File: config.mk
export PLATFORM = sky130hd
export DESIGN_NAME = scarv_cop_rng_arbiter
export DESIGN_NICKNAME = d
export VERILOG_FILES = /design/src/rtl/scarv_cop_rng_arbiter.sv
export SDC_FILE = /design/constraint.sdc
export NUM_CORES = 1
export LEC_CHECK = 0
export ABC_AREA = 1
export CAP_MARGIN = 40
export CORE_MARGIN = 5
export CORE_UTILIZATION = 36
export DETAILED_ROUTE_END_ITERATION = 7
export PLACE_DENSITY_LB_ADDON = 0.2
export SKIP_LAST_GASP = 1
export SYNTH_ARGS = -nofsm -noshare
export SYNTH_HDL_FRONTEND = slang
export SYNTH_SLANG_ARGS = --single-unit
File: constraint.sdc
create_clock -name g_clk -period 7.4 [get_ports g_clk]
set_input_delay 1.48 -clock g_clk [delete_from_list [all_inputs] [get_ports g_clk]]
set_output_delay 1.48 -clock g_clk [all_outputs]
set_load 0.03 [all_outputs]
File: src/rtl/scarv_cop_rng_arbiter.sv
// scarv_cop_rng_arbiter: prefetches random words from the coprocessor RNG
// source into a small FIFO. It serves two consumers with round-robin
// arbitration and sequences reseed requests onto the source.
// Optional feature macro: SCARV_COP_RNG_ARB_HEALTH_EN enables the
// repetition-count health test, the FAULT state and the sticky rng_fault.
//
// Handshake semantics: a consumer raises reqN_valid. reqN_ready is asserted
// combinationally in the cycle its word is granted. A word is transferred on
// every rising edge where reqN_valid && reqN_ready, and reqN_data carries that
// word in the same cycle. seed_valid is held until the one-cycle seed_ready.
// src_req and src_seed_valid are held until src_ack.
module scarv_cop_rng_arbiter #(
  parameter int DEPTH     = 4,
  parameter int HT_CUTOFF = 3
) (
  input  logic                       g_clk,
  input  logic                       g_reset,
  input  logic                       req0_valid,
  output logic                       req0_ready,
  output logic [31:0]                req0_data,
  input  logic                       req1_valid,
  output logic                       req1_ready,
  output logic [31:0]                req1_data,
  input  logic                       seed_valid,
  input  logic [31:0]                seed_data,
  output logic                       seed_ready,
  output logic                       src_req,
  output logic                       src_seed_valid,
  output logic [31:0]                src_seed,
  input  logic                       src_ack,
  input  logic [31:0]                src_data,
  output logic [$clog2(DEPTH):0]     fill_level,
  output logic                       rng_fault,
  output logic [1:0]                 dbg_state
);

  localparam int              AW       = $clog2(DEPTH);
  localparam logic [AW:0]     CNT_FULL = (AW+1)'(DEPTH);
  localparam logic [AW:0]     CNT_ONE  = (AW+1)'(1);
  localparam logic [AW-1:0]   PTR_ONE  = AW'(1);

  if (DEPTH < 2 || DEPTH > 16 || (DEPTH & (DEPTH - 1)) != 0 ||
      HT_CUTOFF < 2 || HT_CUTOFF > 15) begin : g_bad_param
    $error("scarv_cop_rng_arbiter: DEPTH or HT_CUTOFF out of range");
  end

  typedef enum logic [1:0] {
    ST_IDLE  = 2'd0,
    ST_FETCH = 2'd1,
    ST_SEED  = 2'd2
`ifdef SCARV_COP_RNG_ARB_HEALTH_EN
    , ST_FAULT = 2'd3
`endif
  } state_t;

  state_t          state, state_nxt;
  logic [31:0]     mem [DEPTH];
  logic [AW-1:0]   wr_ptr, rd_ptr;
  logic [AW:0]     count;
  logic            rr_pref;     // 0: req0 wins a tie, 1: req1 wins a tie
  logic            serve, grant0, grant1, pop, push, flush;
  logic            fetch_done, seed_done, seed_take, ht_trip;

  // Arbitration, datapath strobes and transfer qualifiers
  always_comb begin
    serve      = (state == ST_IDLE || state == ST_FETCH) && (count != '0);
    grant0     = serve && req0_valid && (!req1_valid || !rr_pref);
    grant1     = serve && req1_valid && (!req0_valid ||  rr_pref);
    pop        = grant0 || grant1;
    fetch_done = (state == ST_FETCH) && src_ack;
    seed_done  = (state == ST_SEED)  && src_ack;
    push       = fetch_done && !ht_trip;
    flush      = seed_done || ht_trip;
    seed_take  = seed_valid && (state == ST_IDLE
`ifdef SCARV_COP_RNG_ARB_HEALTH_EN
                 || state == ST_FAULT
`endif
                 );
  end

  // Next-state logic; seed requests take priority over prefetching
  always_comb begin
    state_nxt = state;
    case (state)
      ST_IDLE: begin
        if (seed_valid)            state_nxt = ST_SEED;
        else if (count < CNT_FULL) state_nxt = ST_FETCH;
      end
      ST_FETCH: begin
        if (src_ack) begin
`ifdef SCARV_COP_RNG_ARB_HEALTH_EN
          state_nxt = ht_trip ? ST_FAULT : ST_IDLE;
`else
          state_nxt = ST_IDLE;
`endif
        end
      end
      ST_SEED: begin
        if (src_ack) state_nxt = ST_IDLE;
      end
`ifdef SCARV_COP_RNG_ARB_HEALTH_EN
      ST_FAULT: begin
        if (seed_valid) state_nxt = ST_SEED;
      end
`endif
      default: state_nxt = ST_IDLE;
    endcase
  end

  // State register
  always_ff @(posedge g_clk or posedge g_reset) begin
    if (g_reset) state <= ST_IDLE;
    else         state <= state_nxt;
  end

  // Seed value register, loaded when a seed request is accepted
  always_ff @(posedge g_clk or posedge g_reset) begin
    if (g_reset)        src_seed <= '0;
    else if (seed_take) src_seed <= seed_data;
  end

  // FIFO storage, pointers and occupancy; a flush drops every buffered word
  always_ff @(posedge g_clk or posedge g_reset) begin
    if (g_reset) begin
      for (int i = 0; i < DEPTH; i++) mem[i] <= '0;
      wr_ptr <= '0;
      rd_ptr <= '0;
      count  <= '0;
    end else begin
      if (push) begin
        mem[wr_ptr] <= src_data;
        wr_ptr      <= wr_ptr + PTR_ONE;
      end
      if (flush) begin
        rd_ptr <= wr_ptr;
        count  <= '0;
      end else begin
        if (pop) rd_ptr <= rd_ptr + PTR_ONE;
        if (push && !pop)      count <= count + CNT_ONE;
        else if (pop && !push) count <= count - CNT_ONE;
      end
    end
  end

  // Round-robin pointer: after a grant, the other requester wins the next tie
  always_ff @(posedge g_clk or posedge g_reset) begin
    if (g_reset)     rr_pref <= 1'b0;
    else if (grant0) rr_pref <= 1'b1;
    else if (grant1) rr_pref <= 1'b0;
  end

`ifdef SCARV_COP_RNG_ARB_HEALTH_EN
  localparam logic [3:0] HT_LIM = 4'(HT_CUTOFF);
  logic [31:0] last_word;
  logic        have_last;
  logic [3:0]  rep_cnt, rep_nxt;
  logic        fault_q;

  assign rep_nxt   = (have_last && src_data == last_word) ? rep_cnt + 4'd1 : 4'd1;
  assign ht_trip   = fetch_done && (rep_nxt >= HT_LIM);
  assign rng_fault = fault_q;

  // Repetition history and sticky fault; a completed seed clears them all
  always_ff @(posedge g_clk or posedge g_reset) begin
    if (g_reset) begin
      last_word <= '0;
      have_last <= 1'b0;
      rep_cnt   <= '0;
      fault_q   <= 1'b0;
    end else if (seed_done) begin
      last_word <= '0;
      have_last <= 1'b0;
      rep_cnt   <= '0;
      fault_q   <= 1'b0;
    end else if (fetch_done) begin
      last_word <= src_data;
      have_last <= 1'b1;
      rep_cnt   <= rep_nxt;
      if (ht_trip) fault_q <= 1'b1;
    end
  end
`else
  assign ht_trip   = 1'b0;
  assign rng_fault = 1'b0;
`endif

  assign req0_ready     = grant0;
  assign req1_ready     = grant1;
  assign req0_data      = mem[rd_ptr];
  assign req1_data      = mem[rd_ptr];
  assign seed_ready     = seed_done;
  assign src_req        = (state == ST_FETCH);
  assign src_seed_valid = (state == ST_SEED);
  assign fill_level     = count;
  assign dbg_state      = state;

endmodule

== Word-level counts from Yosys, hierarchy flattened ==
Index checks and enable logic that the tools add are counted.
Word-level totals
  output and inout bits: 107
  logic and storage cells: 68
  bits of input ports: 70
  flip-flop bits (word level): 170
Cells by class
  add/sub/neg operators: 4
  equal/unequal tests: 4
  reduce and logical (&&, ||, !) cells: 27
  bitwise gates (word level): 2
  $lt $le $gt $ge: 4
  mux-type cells: 17
Operators by type and width (number)
  bitwise mux 128 bit: 1
  2-to-1 mux 32 bit: 3
  binary-select mux 32 bit (select 2 bit): 1
  demux 32 bit (select 2 bit): 1
  logical AND 1 bit: 11
  2-to-1 mux 2 bit: 5
  2-to-1 mux 3 bit: 3
  greater-or-equal comparator 3 bit, second input constant: 2
  inverter 2 -> 3 bit: 2
  nonzero test 3 bit: 2
  logical NOT 1 bit: 5
  adder 2 x 1 -> 2 bit, second input constant: 2
  logical OR 1 bit: 4
  case mux 2 bit (2 select lines): 1
  nonzero test 2 bit: 2
  adder 3 x 1 -> 3 bit, second input constant: 1
  < comparator 3 x 1 -> 1 bit, second input constant: 1
  < comparator 3 bit, second input constant: 1
  != test 3 x 2 -> 1 bit, second input constant: 1
  subtractor 3 x 1 -> 3 bit, second input constant: 1
  == test 2 x 1 -> 1 bit, second input constant: 1
  == test 2 bit, second input constant: 1
  logical NOT 2 bit: 1
  2-to-1 mux 1 bit: 2
  other kinds (3): 3

== Depth between registers and ports, before layout ==
Gate-level depths: netlist of run 1.
  depth in word-level cells: 10
  gate-level depth with buffers: 14
  depth with buffers taken out: 14

== Worst setup path after synthesis of run 1 ==
OpenSTA, ideal clock, no wires.
  path type: input to output
  start: input req0_valid
  end: output req0_ready
  setup slack: 3.928 ns
  cell stages on the path: 4
  arrival: 1.992 ns
  buffers on the path: 0
  data required time: 5.920 ns
  path through: inv_1 -> a21oi_1 -> nand3_2 -> inv_1
On the way
  longest elaborated chain between the ends: 2
Ends and longest elaborated chain
  start: declaration: line 18  | input logic req0_valid,
  logical AND 1 bit (2 in a row): line 67  | grant0 = serve && req0_valid && (!req1_valid || !rr_pref);
  end: declaration: line 19  | output logic req0_ready,
Every way passes these cells.

== Worst setup path in the final report of run 1 ==
Ends and elaborated chain as after synthesis.

==> results of run 1 <==
## report_power, final
group	switching, mW	leakage [nW]	internal, mW	total, mW
clock network	0.362	0.288	0.547	0.909
logic	1.82	2.25	1.14	2.96
registers	0.210	2.15	1.33	1.54
total	2.39	4.69	3.02	5.40
## per-layer routing
| metal | global-route usage, % | vias up |
|---|---|---|
| met5 | 0 | - |
| met4 | 3.72 | 0 |
| met3 | 6.00 | 8 |
| met2 | 25.8 | 171 |
| met1 | 20.8 | 2824 |
| li1 | - | 3060 |
## placed cells by master (no fill, tap or decap), drive strengths merged
cell and instances:
nand2 248, fa 1, clkinvlp 3, nand4 1, nand3 8, nand3b 1
ha 7, inv 58, xor2 1, clkinv 4, a21oi 4, o22ai 32
a31oi 1, dfrtp 170, buf 8, clkbuf 20, clkdlybuf4s50 175, conb 1
o21ai 198, nor2 69, xnor2 1, bufinv 3, a22oi 1
## registers in the layout, indices dropped and copies added, names as in the netlist
| name | count |
|---|---|
| rr_pref | 1 |
| rd_ptr | 2 |
| fill_level | 3 |
| wr_ptr | 2 |
| dbg_state | 2 |
| mem | 128 |
| src_seed | 32 |
## critical path, delay by kind of cell
kind,cells,cell delay [ns]
and+or+nand+nor,1,0.13
buffers and inverters,4,1.25
AOI/OAI and AO/OA,1,0.18
## Yosys cell counts, types with 3 or more instances
library cell               instances  share of area (%)
sky130_fd_sc_hd__a21oi_1           4               0.26
sky130_fd_sc_hd__buf_2             7               0.45
sky130_fd_sc_hd__buf_4            33                3.2
sky130_fd_sc_hd__buf_6            24                3.5
sky130_fd_sc_hd__clkbuf_1         17               0.82
sky130_fd_sc_hd__dfrtp_1         170                 55
sky130_fd_sc_hd__ha_1              7                1.1
sky130_fd_sc_hd__inv_1            55                2.7
sky130_fd_sc_hd__nand2_1         239                 12
sky130_fd_sc_hd__nand2_2           5               0.40
sky130_fd_sc_hd__nand2_4           4               0.58
sky130_fd_sc_hd__nand3_1           5               0.32
sky130_fd_sc_hd__nand3_2           3               0.39
sky130_fd_sc_hd__nor2_1           66                3.2
sky130_fd_sc_hd__nor2_2            3               0.24
sky130_fd_sc_hd__o21ai_0         184                 12
sky130_fd_sc_hd__o21ai_1          14               0.90
sky130_fd_sc_hd__o22ai_1          32                2.6
## cell families after synthesis
family | count (synthesis)
xor gates and xnor gates | 2
other | 1
AOI/OAI and AO/OA | 236
and+or+nand+nor | 327
adders and majority gates | 8
DFF | 170
buffers and inverters | 139
## per-stage QoR
step                      cells  power (mW)  util, %  area, um^2  setup slack [ns]
final                      1290        5.40     47.1        9930              2.88
after global routing       1290        5.79     47.1        9930              2.81
after CTS                  1290        5.48     47.1        9930              2.87
after detailed placement   1259        4.55     44.2        9330              2.88
after global placement     1257        4.50     44.0        9280              2.90
after floorplan             883        3.59        -        7760              1.32
## worst max-delay path by stage
stage                         to        from  slack, ns  cells past startpoint
CTS                   req0_ready  req0_valid       2.87                      6
finish                req0_ready  req0_valid       2.88                      6
floorplan           dbg_state[0]     g_reset       1.32                      1
global placement      req0_ready  req0_valid       2.90                      6
detailed placement    req0_ready  req0_valid       2.88                      6
global route          req0_ready  req0_valid       2.81                      6
## cell type report
cell class / instances / area share [%]
well taps: 275 / 3.46
repair buffers: 183 / 18.6
clock buffers: 20 / 4.60
clock inverters: 11 / 1.46
inverters: 57 / 2.25
multi-input cells: 574 / 26.8
flip-flops and latches: 170 / 42.8
==> impl_metrics.json, run 1 <==
{
  "final.period_utilization_pct": 61.1,
  "antenna_violating_nets_post_route": 0,
  "post_cts.resized_instances": 0,
  "gp_routability_congestion": 0.730,
  "postSynth.asyncResetShare_pct": 100,
  "cts-root-buf": "sky130_fd_sc_hd__clkbuf_16",
  "slew-limit-headroom_pct": 51.0,
  "worstSetupPathType": "primary input to primary output",
  "run_status": "complete, no violations",
  "synth_simple_gate_area_share_pct": 16.9,
  "area_added_between_synthesis_and_finish_pct": 28.1,
  "die_height_um": 157,
  "hold-path-endpoint": "src_seed[28]",
  "grt_first_pass_wirelength_um": 31600,
  "fmaxAchievable_ghz": 0.221,
  "antenna_found_initial": 0,
  "critical_r2r_capture": "fill_level[2]",
  "post_synth_num_cell_types": 29,
  "syn_nets": 961,
  "reg2regPathDepth": 14,
  "drt-wirelength-per-cell_um": 14.8,
  "count_of_warnings_emitted_by_yosys": 0,
  "synth_compound_area_share_pct": 15.8,
  "ioPinCount": 177,
  "core_um2": 21100,
  "postCtsSetupBuffers": 0,
  "clock_sink_count": 170,
  "ys_seq_area_share_pct": 54.8,
  "route.top_layer_used": "met4",
  "cts-root-to-sink-buffers": 2,
  "crit_path_cell_trace": "clkdlybuf4s50_1, inv_1, a21oi_1, nand3_2, inv_1, clkdlybuf4s50_1",
  "antenna_cells_inserted": 0,
  "worstPathMaxFanout": 4,
  "first_global_vias": 6173,
  "synthMuxAreaShare_pct": 0,
  "drive_above_1_share_pct": 5.62,
  "rsz0062_at_grt": "no",
  "routed_wl_um": 19100,
  "grt.overflow.total": 0,
  "multi_input_area_um2": 2660,
  "grt_start_max_net_pins": 73,
  "vdd.ir_drop.worst_uv": 334,
  "rrSetupSlack_ns": 5.21,
  "report.final.slew_viol_count": 0,
  "detailroute.via_count": 6063,
  "tightest_slew_ns": 0.736,
  "detailedRoute.firstIterationViolations": 389,
  "die_area_um2": 24600,
  "drt_pass1_iterations": 5,
  "synth_edf_count": 0,
  "worstSetupStartpointType": "primary input",
  "fp-row-count": 53,
  "fin_crit_ns": 4.52,
  "number_of_buffers_inserted_during_clock_tree_synthesis": 17,
  "totalNegativeSetupSlack_ns": 0,
  "synth_seq_cells": 170,
  "cpMaxStageDelayCell": "sky130_fd_sc_hd__clkdlybuf4s50_1",
  "number_of_h_tree_levels": 4,
  "synth.cell_area_um2": 7760,
  "yosys.area_share.xor_xnor_pct": 0.226,
  "drc": 0,
  "worst_hold_slack_ns": 0.479,
  "max_cap_viols": 0,
  "clock_insertion_delay_worst_skew_ns": 0.42,
  "whs_path_depth": 2,
  "regArea_um2": 4260,
  "final_hold_vio_count": 0,
  "endpoint_kind": "primary output",
  "r2r_start": "dbg_state[0]",
  "powerDensity_nw_per_um2": 544,
  "synth_cells": 883,
  "synth_top_family_by_area": "simple AND/OR/NAND/NOR gates",
  "port-buffer-count": 175,
  "clk_pin_slew_ns": 0.06,
  "cts_hold_buffers": 0,
  "grt.total_usage_pct": 16.1,
  "synth-adder-area-share_pct": 1.39,
  "beginning_of_the_worst_hold_path": "src_seed[28]",
  "final-setup-viol-count": 0,
  "post_synthesis_average_cell_area_um2": 8.78,
  "static-leakage-power_nw": 4.69,
  "detailroute.wirelength.met2_um": 8730,
  "tritoncts": "built",
  "min_path_type": "flip-flop to flip-flop",
  "yosys_most_used_dff": "sky130_fd_sc_hd__dfrtp_1",
  "max_stage_delay_ns": 0.66,
  "wl_met1_um": 8570,
  "via_per_inst": 4.70,
  "final.setup_skew_ns": 0.0115,
  "floorplan.initialDensity_pct": 36.8,
  "dp_hpwl_um": 12000,
  "fp.dieW_um": 157,
  "wl_met3_um": 1690,
  "layout.nets": 1081,
  "fillers": 2109,
  "timing.critical_path.required_ns": 5.92,
  "crit_arrival_ns": 3.04
}
Power figures use the tool's default switching activity.
==> run 2, diff against run 1 <==
==> constraint.sdc (replaced) <==
create_clock -name g_clk -period 3.8 [get_ports g_clk]
set_input_delay 0.76 -clock g_clk [delete_from_list [all_inputs] [get_ports g_clk]]
set_output_delay 0.76 -clock g_clk [all_outputs]
set_load 0.03 [all_outputs]
==> run 2 against run 1 <==
  * Combinational power grew 93%
  * Worst hold slack is essentially flat
  * Sequential share of layout area unchanged
  * First-iteration DRC count shrank 11%
  * Non-clock buffer count stayed put
  * Cell area is the same
  * Utilization stayed put
  * Flip-flop and latch count did not move
  * Cell count barely moved
  * Clock skew is 0.0014 ns higher
  * Critical endpoint is now req0_data[20]
  * Largest power group unchanged
==> impl_metrics.json, run 2 (synthesis results as in run 1) <==
{
  "wl_met3_um": 1580,
  "drive_above_1_share_pct": 7.19,
  "power.internal_mw": 5.83,
  "utilization_pct": 47.1,
  "route.top_layer_used": "met4",
  "timing.critical_path.required_ns": 3.04,
  "swShare_pct": 44.4,
  "place_worst_setup_slack_ns": 0.707,
  "antenna_found_initial": 0,
  "total_switching_power_mw": 4.66,
  "worstSetupPathType": "flip-flop to primary output",
  "final.setup_skew_ns": 0.0130,
  "final.period_utilization_pct": 85.3,
  "post_cts.resized_instances": 0,
  "final_hold_vio_count": 0,
  "drt_pass1_iterations": 4,
  "min_path_type": "flip-flop to flip-flop",
  "final_cell_mix": "sky130_fd_sc_hd__nand2_1, sky130_fd_sc_hd__o21ai_0, sky130_fd_sc_hd__dfrtp_1",
  "grt_start_max_net_pins": 75,
  "final-setup-viol-count": 0,
  "share_clk_of_total_power_pct": 17.0,
  "dp.cells": 1259,
  "vdd.ir_drop.worst_uv": 598,
  "floorplan.initialDensity_pct": 36.8,
  "worst_setup_path_endpoint": "req0_data[20]",
  "rsz0062_at_grt": "no",
  "wl_met1_um": 8780,
  "final_common_cell": "sky130_fd_sc_hd__nand2_1",
  "crit_arrival_ns": 2.48,
  "clock_insertion_delay_worst_skew_ns": 0.42,
  "max_flop_register": "mem",
  "run_status": "complete, no violations",
  "comb_power_share_pct": 54.4,
  "rrSetupSlack_ns": 1.65,
  "port-buffer-count": 175,
  "reg2regPathDepth": 14,
  "grt.overflow.total": 0,
  "seq_power_share_pct": 28.6,
  "grt_first_pass_wirelength_um": 31100,
  "area_of_all_placed_cells_without_fillers_um2": 9930,
  "static-leakage-power_nw": 4.72,
  "routed_wl_um": 19000,
  "worst_hold_slack_ns": 0.480,
  "number_of_buffers_inserted_during_clock_tree_synthesis": 17,
  "worstSetupStartpointType": "flip-flop",
  "largest_register_ff_count": 128,
  "worstPathMaxFanout": 22,
  "grt.total_usage_pct": 15.9,
  "number_of_non_filler_instances_in_the_completed_layout": 1291,
  "dp_hpwl_um": 11600,
  "cts_hold_buffers": 0,
  "cts-root-buf": "sky130_fd_sc_hd__clkbuf_16",
  "first_global_vias": 6081,
  "post-route-worst-setup-slack_ns": 0.557,
  "max_cap_viols": 0,
  "critical_r2r_capture": "fill_level[2]",
  "slew-limit-headroom_pct": 55.6,
  "die_height_um": 157,
  "cts-root-to-sink-buffers": 2,
  "area_added_between_synthesis_and_finish_pct": 28.1,
  "core_um2": 21100,
  "gp_routability_congestion": 0.732,
  "r2r_start": "dbg_state[0]",
  "drt-wirelength-per-cell_um": 14.7,
  "report.final.slew_viol_count": 0,
  "totalNegativeSetupSlack_ns": 0,
  "fp-row-count": 53,
  "drc": 0,
  "antenna_cells_inserted": 0,
  "via_per_inst": 4.65,
  "fin_crit_ns": 3.24,
  "antenna_violating_nets_post_route": 0,
  "clk_pin_slew_ns": 0.06,
  "tritoncts": "built",
  "endpoint_kind": "primary output",
  "postCtsSetupBuffers": 0,
  "ioPinCount": 177,
  "p_total_mw": 10.5,
  "placed_inst_area_um2": 9330,
  "detailroute.via_count": 6006,
  "die_area_um2": 24600,
  "detailedRoute.firstIterationViolations": 345,
  "layout.nets": 1081,
  "powerDensity_nw_per_um2": 1060,
  "clock_sink_count": 170,
  "tightest_slew_ns": 0.665,
  "timing.critical_path.from": "rd_ptr[1]",
  "fmaxAchievable_ghz": 0.308,
  "detailroute.wirelength.met2_um": 8550,
  "number_of_h_tree_levels": 4,
  "fp.dieW_um": 157
}
## run 2: worst min path at each step
stage	from	endpoint	slack (ns)	cells after the start
2_1_floorplan	mem[32]	mem[32]	0.45	2
3_3_place_gp	src_seed[6]	src_seed[6]	0.46	2
3_5_place_dp	src_seed[15]	src_seed[15]	0.46	2
4_1_cts	mem[88]	mem[88]	0.48	2
5_1_grt	mem[44]	mem[44]	0.50	2
6_report	src_seed[27]	src_seed[27]	0.48	2
## run 2: routing by layer
metal | global-route usage [%] | vias to the layer above
met4 | 4.09 | 0
met5 | 0 | -
met1 | 21.2 | 2792
met2 | 24.5 | 151
met3 | 5.97 | 6
li1 | - | 3057
## run 2: final cells by class
type                    instances  area [um^2]
clock buffers                  21          460
inverters                      57          223
multi-input cells             574         2660
fillers                      2052        11200
well taps                     275          344
flip-flops and latches        170         4260
clock inverters                11          145
repair buffers                183         1840
## run 2: worst max-delay path, stage by stage, from the launching register on
cell and delay, ns:
sky130_fd_sc_hd__dfrtp_1 0.37, sky130_fd_sc_hd__inv_1 0.37, sky130_fd_sc_hd__buf_12 0.24, sky130_fd_sc_hd__o21ai_0 0.10
sky130_fd_sc_hd__o22ai_1 0.26, sky130_fd_sc_hd__clkdlybuf4s50_1 0.74
## run 2: power by group through the flow
stage	logic, mW	clock network [mW]	registers [mW]
detailed placement	5.80	0	3.01
global placement	5.74	0	3.00
floorplan	3.68	0	3.32
CTS	5.80	1.83	3.00
finish	5.71	1.79	3.00
global route	6.23	1.91	3.10
==> run 3, diff against run 2 <==
--- a/config.mk
+++ b/config.mk
@@ -10,6 +10,7 @@
 export CORE_MARGIN = 5
 export CORE_UTILIZATION = 36
 export DETAILED_ROUTE_END_ITERATION = 7
+export GPL_TIMING_DRIVEN = 0
 export PLACE_DENSITY_LB_ADDON = 0.2
 export SKIP_LAST_GASP = 1
 export SYNTH_ARGS = -nofsm -noshare
==> run 3 against run 2 <==
  * Via count grew 10%
  * Combinational power grew 11%
  * Largest power group unchanged
  * Clock-buffer cell count is the same
  * Cell area grew 6.6%
  * Highest routed layer unchanged
  * Register-to-register slack is essentially flat
  * Maximum frequency shrank 9.4%
==> impl_metrics.json, run 3 (synthesis results as in run 1) <==
{
  "run_status": "complete, no violations",
  "port-buffer-count": 175,
  "static-leakage-power_nw": 5.06,
  "rrSetupSlack_ns": 1.64,
  "cp_top_family": "buffers and inverters",
  "critical_r2r_capture": "fill_level[2]",
  "fin_crit_ns": 3.58,
  "detailroute.via_count": 6605,
  "crit_path_cell_trace": "inv_1, clkbuf_1, o21ai_0, o22ai_1, buf_4, clkdlybuf4s50_1",
  "placed_inst_area_um2": 9960,
  "max_flop_register": "mem",
  "final-setup-viol-count": 0,
  "antenna_cells_inserted": 0,
  "core_um2": 21100,
  "die_height_um": 157,
  "max_cap_viols": 0,
  "dp_hpwl_um": 15400,
  "worst_setup_path_endpoint": "req1_data[16]",
  "final.period_utilization_pct": 94.2,
  "area_of_all_placed_cells_without_fillers_um2": 10600,
  "clock_sink_count": 170,
  "detailedRoute.firstIterationViolations": 351,
  "clock_insertion_delay_worst_skew_ns": 0.43,
  "crit_arrival_ns": 2.82,
  "post-route-worst-setup-slack_ns": 0.221,
  "critical_path_cell_count": 6,
  "max_stage_delay_ns": 0.65,
  "area_added_between_synthesis_and_finish_pct": 36.5,
  "drt-wirelength-per-cell_um": 16.1,
  "fmaxAchievable_ghz": 0.279,
  "grt.overflow.total": 0,
  "ioPinCount": 177,
  "final_common_cell": "sky130_fd_sc_hd__nand2_1",
  "cts-root-buf": "sky130_fd_sc_hd__clkbuf_16",
  "worstPathMaxFanout": 10,
  "die_area_um2": 24600,
  "grt_start_max_net_pins": 37,
  "grt_first_pass_wirelength_um": 35500,
  "min_path_type": "flip-flop to flip-flop",
  "final_hold_vio_count": 0,
  "antenna_found_initial": 0,
  "tritoncts": "built",
  "worstSetupStartpointType": "flip-flop",
  "first_global_vias": 6603,
  "via_per_inst": 4.82,
  "timing.critical_path.from": "rd_ptr[1]",
  "post_cts.resized_instances": 0,
  "fp-row-count": 53,
  "layout.nets": 1160,
  "reg2regPathDepth": 14,
  "fp.dieW_um": 157,
  "number_of_h_tree_levels": 4,
  "vdd.ir_drop.worst_uv": 630,
  "powerDensity_nw_per_um2": 1060,
  "antenna_violating_nets_post_route": 0,
  "cts_hold_buffers": 0,
  "final_cell_mix": "sky130_fd_sc_hd__nand2_1, sky130_fd_sc_hd__o21ai_0, sky130_fd_sc_hd__clkdlybuf4s50_1",
  "drc": 0,
  "drt_pass1_iterations": 5,
  "endpoint_kind": "primary output",
  "cts-root-to-sink-buffers": 2,
  "slew-limit-headroom_pct": 60.5,
  "tightest_slew_ns": 0.593,
  "grt.total_usage_pct": 18.4,
  "place_worst_setup_slack_ns": 0.530,
  "gp_routability_congestion": 0.793,
  "cpMaxStageDelayCell": "sky130_fd_sc_hd__clkdlybuf4s50_1",
  "rsz0062_at_grt": "no",
  "worstSetupPathType": "flip-flop to primary output",
  "timing.critical_path.required_ns": 3.04,
  "floorplan.initialDensity_pct": 36.8,
  "number_of_buffers_inserted_during_clock_tree_synthesis": 17,
  "clk_pin_slew_ns": 0.06,
  "drive_above_1_share_pct": 10.8,
  "routed_wl_um": 22000,
  "final.setup_skew_ns": 0.0146,
  "r2r_start": "dbg_state[1]",
  "crit_buf_inv": 4,
  "postCtsSetupBuffers": 0,
  "report.final.slew_viol_count": 0,
  "largest_register_ff_count": 128,
  "fillers": 2050
}
==> run 3: cell count changes in the layout (fill, tap and decap cells not counted), sizes merged <==
| cell | before | now |
|---|---|---|
| clkinv | 5 | 6 |
| clkbuf | 21 | 39 |
| clkdlybuf4s50 | 159 | 175 |
| buf | 24 | 69 |
| bufinv | 3 | 4 |
| clkinvlp | 4 | 2 |
==> run 3: routing by layer <==
| layer | track usage [%] | part of all wire, % | vias up |
|---|---|---|---|
| li1 | - | - | 3227 |
| met1 | 24.1 | 43 | 3123 |
| met2 | 30.3 | 48 | 237 |
| met3 | 5.53 | 8.5 | 18 |
| met4 | 3.97 | 0.90 | 0 |
| met5 | 0 | 0 | - |
==> run 3: worst min-delay path by stage <==
stage / startpoint / to / slack [ns] / depth (start not counted)
5_1_grt: mem[72] / mem[72] / 0.50 / 2
6_report: mem[66] / mem[66] / 0.48 / 2
4_1_cts: src_seed[23] / src_seed[23] / 0.48 / 2
2_1_floorplan: mem[32] / mem[32] / 0.45 / 2
3_3_place_gp: mem[80] / mem[80] / 0.46 / 2
3_5_place_dp: src_seed[23] / src_seed[23] / 0.46 / 2
==> run 3: power breakdown <==
group	total (mW)	switching, mW	internal [mW]	leakage, nW
Clock	1.85	0.711	1.14	0.307
Combinational	6.35	3.72	2.63	2.60
Sequential	3.03	0.439	2.59	2.15
==> run 3: tightest hold or removal path: stages, from the launching register on <==
cell                      delay, ns
sky130_fd_sc_hd__dfrtp_1       0.33
sky130_fd_sc_hd__nand2_1       0.05
sky130_fd_sc_hd__o21ai_0       0.06
==> run 3: area by class of cell <==
cell class | instances | area, um^2 | share of cell area (%)
plain buffers | 82 | 622 | 5.87
clock buffers | 21 | 460 | 4.35
clock inverters | 11 | 169 | 1.60
inverters | 57 | 223 | 2.10
multi-input cells | 574 | 2660 | 25.2
flip-flops and latches | 170 | 4250 | 40.2
well taps | 275 | 344 | 3.25
repair buffers | 180 | 1850 | 17.5
==> run 3: through the flow <==
step | setup TNS, ns | utilization, % | cells | hold WS, ns | total power [mW]
CTS | 0 | 50.2 | 1370 | 0.482 | 11.4
detailed placement | 0 | 47.2 | 1338 | 0.464 | 9.46
finish | 0 | 50.2 | 1370 | 0.476 | 11.2
global route | 0 | 50.2 | 1370 | 0.495 | 12.0
global placement | -108.48 | 46.7 | 1333 | 0.461 | 9.37
floorplan | 0 | - | 883 | 0.448 | 7.00
==> edit, RTL diff (flow settings as in run 3) <==
Build with the macro `SCARV_COP_RNG_ARB_HEALTH_EN` defined.
--- a/src/rtl/scarv_cop_rng_arbiter.sv
+++ b/src/rtl/scarv_cop_rng_arbiter.sv
@@ -10,4 +10,6 @@
 // word in the same cycle. seed_valid is held until the one-cycle seed_ready.
 // src_req and src_seed_valid are held until src_ack.
+`define SCARV_COP_RNG_ARB_HEALTH_EN
+
 module scarv_cop_rng_arbiter #(
   parameter int DEPTH     = 4,
Formal check against the unedited RTL: no difference found for any inputs over 4 cycles, from zero or initial values and one cycle with g_reset high; that may be too few to reach the edited logic, so the function may still have changed.
==> edit against run 3 <==
  * Cell area increased by 20%
  * Sequential cell count up 38
  * Synthesized area rose by 24%
  * Power rose by 21%
  * Worst setup slack got worse by 110 ps
  * Routed wire length rose by 27%
  * Critical path depth unchanged
  * Critical endpoint is now req1_data[29]
  * Largest power group unchanged
  * Highest routed layer unchanged
==> edit: results (changes against run 3) <==
* Run status: complete, no violations
* Synthesized net count at 1,135 (+18%)
* Bufs w/o clock at 267 (+1.9%)
* Sequential power at 3.83 mW (+26%)
* Hold slack final at 483 ps (+7.01 ps)
* Pint at 7.81 mW (+23%)
* GR Util All Layers at 18.1% (-0.29 points)
* Launch point of the worst hold path: mem[37]
* Drt via density at 5.00 (+3.8%)
* Post-DP HPWL at 19.6 mm (+27%)
* Fill cells at 2,485 (+21%)
* ClkCell Share at 6.09% (+0.14 points)
* Layout cells sized above 1 at 13.4% (+2.6 points)
* Clock buffer count at 36 (+71%)
* IO buf count at 176 (+0.57%)
* Detailed Route WL at 27.9 mm (+27%)
* Worst r2r src: last_word[5]
* Met2 WL at 12.6 mm (+19%)
* Reg area at 0.00521 sq mm (+22%)
* Comb_multi_in at 669 (+17%)
* Regs by FF count: mem: 128 flops, last_word: 32 flops, src_seed: 32 flops
* Clock latency on the worst-skew pair at 510 ps (+80 ps)
* Slew headroom at 54.8% (-5.7 points)
* Minimum clock period at 3690 ps (+109 ps)
* Post-Place Cell Area at 0.0119 sq mm (+20%)
* Vias in the first global route at 8,246 (+25%)
* Largest net degree at the start of global routing at 38 (+2.7%)
* Logic pwr share at 55.3% (-1.3 points)
* Layout non-clock buf frac at 19.5% (-3.8 points)
* Non-clk invs at 92 (+61%)
* Gpl congestion at 0.814 (+2.7%)
* R2r worst-path depth at 15 (+1)
* Post-Syn Area at 0.00963 sq mm (+24%)
* Fin util at 48.6% (-1.6 points)
* Num CTS Buffers at 24 (+7)
* Register area share after synthesis at 54.1% (-0.78 points)
* DRT iter0 DRCs at 561 (+60%)
* Met3 WL at 2.60 mm (+39%)
* Clk buf depth at 3 (+1)
* Hold Path End: mem[37]
* CP endpoint: req1_data[29]
* Syn Area/Cell at 9.12 sq um (+3.9%)
* First-pass GRT wire length at 44.6 mm (+25%)
* Yosys reg bits at 208 (+22%)
* Synth area leaders: dfrtp_1 54%, nand2_1 8.7%, o21ai_1 6.0%
* H-tree Lvls at 1 (-3)
* M3 GR Usage at 5.98% (+0.45 points)
* Footprint of the multi-input gates at 0.00350 sq mm (+31%)
* VDD IR max at 0.626 mV (-0.57%)
-- edit: changes by cell type in the layout (fill, tap and decap cells not counted), sizes merged, moves of 10 or more --
cell,before,now
inv,56,91
o21ai,198,208
nor2,69,87
clkbuf,39,60
nand2,248,229
mux2,0,32
dfrtp,170,208
o22ai,32,63
-- edit: kinds of logic (layout without fill, tap and decap cells) --
kind of cell    Yosys count  in the layout  share of synthesized area, %
fa+ha+maj                10             10                          1.38
mux                      32             32                          3.74
flops                   208            208                          54.1
compound gates          282            282                          15.8
simple gates            336            336                          14.5
xor+xnor                  9              9                         0.819
buf+inv                 178            399                          9.76
-- edit: repair_timing --
| action | 4_1_cts | 5_1_grt |
|---|---|---|
| gates resized for setup | 18 | 5 |
| hold buffers | 0 | 0 |
| setup endpoints to repair | 64 | 25 |
| pin swaps | 0 | 0 |
| setup buffers | 0 | 0 |
